===== config.mk =====
export PLATFORM = sky130hd
export DESIGN_NAME = tof_range_poller
export DESIGN_NICKNAME = d
export VERILOG_FILES = /design/src/rtl/tof_pkg.sv /design/src/rtl/cycle_timer.sv /design/src/rtl/tof_range_poller.sv
export SDC_FILE = /design/constraint.sdc
export NUM_CORES = 1
export LEC_CHECK = 0
export ABC_AREA = 1
export CAP_MARGIN = 20
export CORE_MARGIN = 2
export CORE_UTILIZATION = 35
export DETAILED_ROUTE_END_ITERATION = 8
export SKIP_CTS_REPAIR_TIMING = 1
export SLEW_MARGIN = 20
export SYNTH_ARGS = -nofsm -noshare
export SYNTH_HDL_FRONTEND = slang
export SYNTH_HIERARCHICAL = 1
export SYNTH_SLANG_ARGS = --single-unit

===== constraint.sdc =====
create_clock -name clk -period 3.8 [get_ports clk]
set_input_delay 0.57 -clock clk [delete_from_list [all_inputs] [get_ports clk]]
set_output_delay 0.57 -clock clk [all_outputs]
set_load 0.05 [all_outputs]

===== src/rtl/tof_pkg.sv =====
// Shared VL53L0X constants, FSM state encoding and counter sizing for the range poller.
package tof_pkg;

    typedef enum logic [3:0] {
        S_IDLE,
        S_START,
        S_WAIT_DONE,
        S_POP,
        S_CAPTURE,
        S_PUBLISH,
        S_FAIL,
        S_DRAIN,
        S_DRAIN_WAIT,
        S_WAIT_POLL
    } state_t;

    localparam logic [6:0]  VL53_DEV_ADDR     = 7'h29;
    localparam logic [7:0]  VL53_RESULT_RANGE = 8'h1E;
    localparam logic [15:0] RANGE_OOR         = 16'h1FFE;
    localparam int          BYTE_CNT_W        = 4;

    function automatic int timer_width(input int cycles);
        return (cycles < 2) ? 1 : $clog2(cycles + 1);
    endfunction

endpackage


===== src/rtl/cycle_timer.sv =====
// Loadable down-counter; expired_o is high once the count has reached zero.
module cycle_timer #(
    parameter int WIDTH = 8
) (
    input  logic             clk,
    input  logic             reset,
    input  logic             load_i,
    input  logic [WIDTH-1:0] load_value_i,
    output logic             expired_o
);

    logic [WIDTH-1:0] count_q;

    always_ff @(posedge clk) begin
        if (reset) begin
            count_q <= '0;
        end else if (load_i) begin
            count_q <= load_value_i;
        end else if (count_q != '0) begin
            count_q <= count_q - 1'b1;
        end
    end

    assign expired_o = (count_q == '0);

endmodule


===== src/rtl/tof_range_poller.sv =====
// Periodic VL53L0X range poller wrapped around an I2C register-read FSM and its read FIFO.
// Publishes a big-endian distance with a one-cycle valid pulse and counts failed reads.
module tof_range_poller
    import tof_pkg::*;
#(
    parameter int         POLL_CYCLES = 2_700_000,
    parameter int         WDOG_CYCLES = 270_000,
    parameter logic [6:0] DEV_ADDR    = VL53_DEV_ADDR,
    parameter logic [7:0] RANGE_REG   = VL53_RESULT_RANGE,
    parameter int         NUM_BYTES   = 2
) (
    input  logic        clk,
    input  logic        reset,
    input  logic        enable,
    output logic        rd_start,
    output logic [6:0]  rd_dev_address,
    output logic [7:0]  rd_reg_address,
    output logic [3:0]  rd_byte_width,
    input  logic        rd_done,
    input  logic        rd_failure,
    input  logic [7:0]  fifo_data,
    output logic        fifo_read_en,
    input  logic        fifo_empty,
    input  logic        fifo_read_valid,
    output logic [15:0] range_mm,
    output logic        range_valid,
    output logic        range_oor,
    output logic [7:0]  error_count,
    output logic        busy
);

    localparam int POLL_W = timer_width(POLL_CYCLES);
    localparam int WDOG_W = timer_width(WDOG_CYCLES);

    state_t                  state_q;
    logic [15:0]             acc_q;
    logic [15:0]             acc_d;
    logic [BYTE_CNT_W-1:0]   byte_cnt_q;
    logic [BYTE_CNT_W-1:0]   byte_cnt_d;
    logic                    rd_start_q;
    logic                    fifo_read_en_q;
    logic [15:0]             range_mm_q;
    logic                    range_valid_q;
    logic                    range_oor_q;
    logic [7:0]              error_count_q;
    logic                    poll_expired;
    logic                    wdog_expired;

    // Poll timer holds its reload value until WAIT_POLL; watchdog arms in START and spans
    // both the wait for done and every byte capture.
    cycle_timer #(.WIDTH(POLL_W)) u_poll_timer (
        .clk          (clk),
        .reset        (reset),
        .load_i       (state_q != S_WAIT_POLL),
        .load_value_i (POLL_W'(POLL_CYCLES)),
        .expired_o    (poll_expired)
    );

    cycle_timer #(.WIDTH(WDOG_W)) u_wdog_timer (
        .clk          (clk),
        .reset        (reset),
        .load_i       (state_q == S_START),
        .load_value_i (WDOG_W'(WDOG_CYCLES)),
        .expired_o    (wdog_expired)
    );

    assign acc_d      = {acc_q[7:0], fifo_data};
    assign byte_cnt_d = byte_cnt_q + 1'b1;

    always_ff @(posedge clk) begin
        if (reset) begin
            state_q        <= S_IDLE;
            acc_q          <= '0;
            byte_cnt_q     <= '0;
            rd_start_q     <= 1'b0;
            fifo_read_en_q <= 1'b0;
            range_mm_q     <= '0;
            range_valid_q  <= 1'b0;
            range_oor_q    <= 1'b0;
            error_count_q  <= '0;
        end else begin
            rd_start_q     <= 1'b0;
            fifo_read_en_q <= 1'b0;
            range_valid_q  <= 1'b0;
            case (state_q)
                S_IDLE: begin
                    if (enable) begin
                        rd_start_q <= 1'b1;
                        state_q    <= S_START;
                    end
                end
                S_START: begin
                    byte_cnt_q <= '0;
                    state_q    <= S_WAIT_DONE;
                end
                S_WAIT_DONE: begin
                    if (rd_failure || wdog_expired) begin
                        state_q <= S_FAIL;
                    end else if (rd_done) begin
                        state_q <= S_POP;
                    end
                end
                S_POP: begin
                    if (fifo_empty) begin
                        state_q <= S_FAIL;
                    end else begin
                        fifo_read_en_q <= 1'b1;
                        state_q        <= S_CAPTURE;
                    end
                end
                // The final byte publishes on the same edge it lands, so range_valid
                // is high while the FSM sits in PUBLISH.
                S_CAPTURE: begin
                    if (fifo_read_valid) begin
                        acc_q      <= acc_d;
                        byte_cnt_q <= byte_cnt_d;
                        if (byte_cnt_d == BYTE_CNT_W'(NUM_BYTES)) begin
                            range_mm_q    <= acc_d;
                            range_oor_q   <= (acc_d == RANGE_OOR);
                            range_valid_q <= 1'b1;
                            state_q       <= S_PUBLISH;
                        end else begin
                            state_q <= S_POP;
                        end
                    end else if (wdog_expired) begin
                        state_q <= S_FAIL;
                    end
                end
                S_PUBLISH: begin
                    state_q <= S_DRAIN;
                end
                S_FAIL: begin
                    if (error_count_q != 8'hFF) begin
                        error_count_q <= error_count_q + 8'd1;
                    end
                    state_q <= S_DRAIN;
                end
                S_DRAIN: begin
                    if (fifo_empty) begin
                        state_q <= enable ? S_WAIT_POLL : S_IDLE;
                    end else begin
                        fifo_read_en_q <= 1'b1;
                        state_q        <= S_DRAIN_WAIT;
                    end
                end
                S_DRAIN_WAIT: begin
                    if (fifo_read_valid) begin
                        state_q <= S_DRAIN;
                    end
                end
                S_WAIT_POLL: begin
                    if (!enable) begin
                        state_q <= S_IDLE;
                    end else if (poll_expired) begin
                        rd_start_q <= 1'b1;
                        state_q    <= S_START;
                    end
                end
                default: begin
                    state_q <= S_IDLE;
                end
            endcase
        end
    end

    assign rd_start       = rd_start_q;
    assign rd_dev_address = DEV_ADDR;
    assign rd_reg_address = RANGE_REG;
    assign rd_byte_width  = 4'(NUM_BYTES);
    assign fifo_read_en   = fifo_read_en_q;
    assign range_mm       = range_mm_q;
    assign range_valid    = range_valid_q;
    assign range_oor      = range_oor_q;
    assign error_count    = error_count_q;
    assign busy           = (state_q != S_IDLE) && (state_q != S_WAIT_POLL);

endmodule


==> results.ini <==
[critical_path]
cp_slowest_cell=clkdlybuf4s50_1
slowest_delay_ps=840
crit_chain=inv_2, nand2_4, nor2_1, a21oi_1, clkdlybuf4s50_1
cp-end-kind=output pin
path_max_fanout=6
worstSetupPathType=register to output pin
worstPathRequired_ps=3230
ff2ff_path_depth=9
cp.arrival_ps=2030
cp_top_family=buffers and inverters
start_kind=register
cp_num_buf_inv=2
crit_cells=5

[floorplan]
die_x_um=124.7
dieArea_sq_um=15540
rows=44
io_pins=63
core_sq_um=14370
die_y_um=124.7
start_util_pct=35.47

[cts]
clock_sinks=85
root_buffer=clkbuf_16
cts_buffers=9
h-tree-depth=3
cts_tree=done
cts.path.max_buffers=2
path_clk_slew_ps=70
clkLatencyLatePin_ps=340

[placement]
gp_congestion=0.8597
hpwlAfterDp_um=7884
port_buffers=43

[grt]
grt_use_total_pct=14.64
antenna_found_initial=0
grt_pass1_wl_um=18940
grt_max_degree=41
overflow=0
grt_pass1_vias=4129

[route]
drt_iter0_drc=200
drc_errors=0
vias=4513
wl_um=11030
drtPass1Iterations=4
wl_per_cell_um=10.87
postRouteAntennaNets=0
viasPerCell=4.446

[yosys]
avgSynthCellArea_sq_um=6.786
synth_seq_area_share_pct=33.39
synthCells=751
ys_ff_latch=85
ys_warn_count=6
synth_cell_types=43
syn-cell-area_sq_um=5096

[timing]
setup_tns_ps=0
hold_slack_ps=475.3
fin_crit_sh_pct=68.38
finalSetupViolCount=0
rsz0062_at_grt=false
finClkSkew_ps=7.026
slew_headroom_pct=51.29
worstMarginPinSlew_ps=728.9
fmax_ghz=0.3848
fin_crit_ps=2598
slew_violations=0
hold_viol=0

[pwr]
power_frac_clock_pct=24.2
p_leak_nw=2.800
sw_frac_of_total_pct=43.42
internal_power_mw=1.985
comb_power_share_pct=42.7
power-per-cell-area_nw_per_um2=585.3
p_sw_mw=1.523
ir_drop_mv=0.3318
seqPwrFrac_pct=33.1

[worst_hold_path]
hp-class=register to register
whs_path_depth=2

[cells_and_area]
nets=846
antenna_cells=0
layout-drive-gt1-share_pct=11.31
syn_to_final_growth_pct=17.63
final_cell_mix=223 x nand2_1, 100 x nor2_1, 85 x dfxtp_1
post-route-util_pct=41.72
mostFrequentLayoutCell=nand2_1

[outcome]
status=completed

[flow_run]
maxCapViolCount=0

==> layout make-up <==
type / instances / area (sq um)
clock buffer: 10 / 239.0
clock inverter: 6 / 46.29
timing repair buffer: 45 / 440.4
multi-input combinational: 614 / 3067
inverter: 71 / 270.3
sequential: 85 / 1702
fill: 1512 / 8374
tap: 184 / 230.2
==> sequential cells by signal (all words and copies together), names as in the netlist <==
signal / cells
u_poll_timer/count_q: 22
range_valid: 1
range_oor: 1
range_mm: 16
acc_q: 8
rd_start: 1
u_wdog_timer/count_q: 19
state_q: 4
fifo_read_en: 1
error_count: 8
byte_cnt_q: 4
==> power groups by stage <==
stage	registers [mW]	logic, mW	clock network (mW)
2_1_floorplan	1.16	1.27	0
3_3_place_gp	1.18	1.51	0
3_5_place_dp	1.18	1.50	0
4_1_cts	1.16	1.51	0.878
5_1_grt	1.18	1.74	0.905
6_report	1.16	1.50	0.848
==> worst reg2reg max path, stage by stage, from the launching register on <==
cell and delay, ps:
dfxtp_1 360, inv_2 70, nor2_1 210, nand2_1 130, inv_1 510, inv_2 300, nand4_2 380, inv_2 110
nand2_1 80, a21oi_1 50
==> layer usage <==
metal	share of wire (%)	vias up	routed length (um)	GRT usage (%)
li1	-	2460	-	-
met1	50	1988	5495	19.41
met2	46	50	5075	23.18
met3	2.3	15	254	2.320
met4	1.9	0	207	7.204
met5	0	-	0	0
==> cell families after synthesis <==
family                     share of synthesized area (%)
AOI/OAI and AO/OA                                  10.07
DFF                                                33.39
and+or+nand+nor                                    40.85
other                                             0.1474
buffers and inverters                              10.70
adders and majority gates                          1.228
xor gates and xnor gates                           3.609
==> path summary, 6_finish.rpt <==
check                                 start                       to  slack, ps
worst max-delay path             state_q[1]                     busy       1200
worst min-delay path            range_mm[6]              range_mm[6]        480
worst max register to register   state_q[0]  u_wdog_timer/count_q[1]       1480
worst min register to register  range_mm[6]              range_mm[6]        480
==> through the flow <==
| stage | power [mW] | setup slack [ps] | std cells | cell area [sq um] |
|---|---|---|---|---|
| floorplan | 2.422 | 1835 | 809 | 5314 |
| global placement | 2.687 | 1482 | 999 | 5709 |
| detailed placement | 2.674 | 1453 | 999 | 5709 |
| CTS | 3.543 | 1174 | 1015 | 5995 |
| global route | 3.823 | 1090 | 1015 | 5995 |
| finish | 3.509 | 1202 | 1015 | 5995 |
==> cell usage after synthesis (all sizes together) <==
cell	number	area, sq um
or2	2	12.51
o21a	1	7.510
nand3b	1	7.510
nor2	121	589.3
nand4	19	152.7
clkinv	3	12.51
conb	2	7.510
xor2	11	96.34
inv	68	257.8
xnor2	10	87.58
nor3	4	20.02
and2	1	7.510
nand2	244	1033
o22ai	1	6.260
o21ai	32	178.9
a211oi	3	22.52
nand3	46	240.2
o21bai	1	7.510
clkbuf	9	33.78
nor4	3	18.77
ha	5	62.56
buf	30	241.5
a21oi	49	290.3
dfxtp	85	1702
Note: power is estimated with default switching activity, not from simulation.
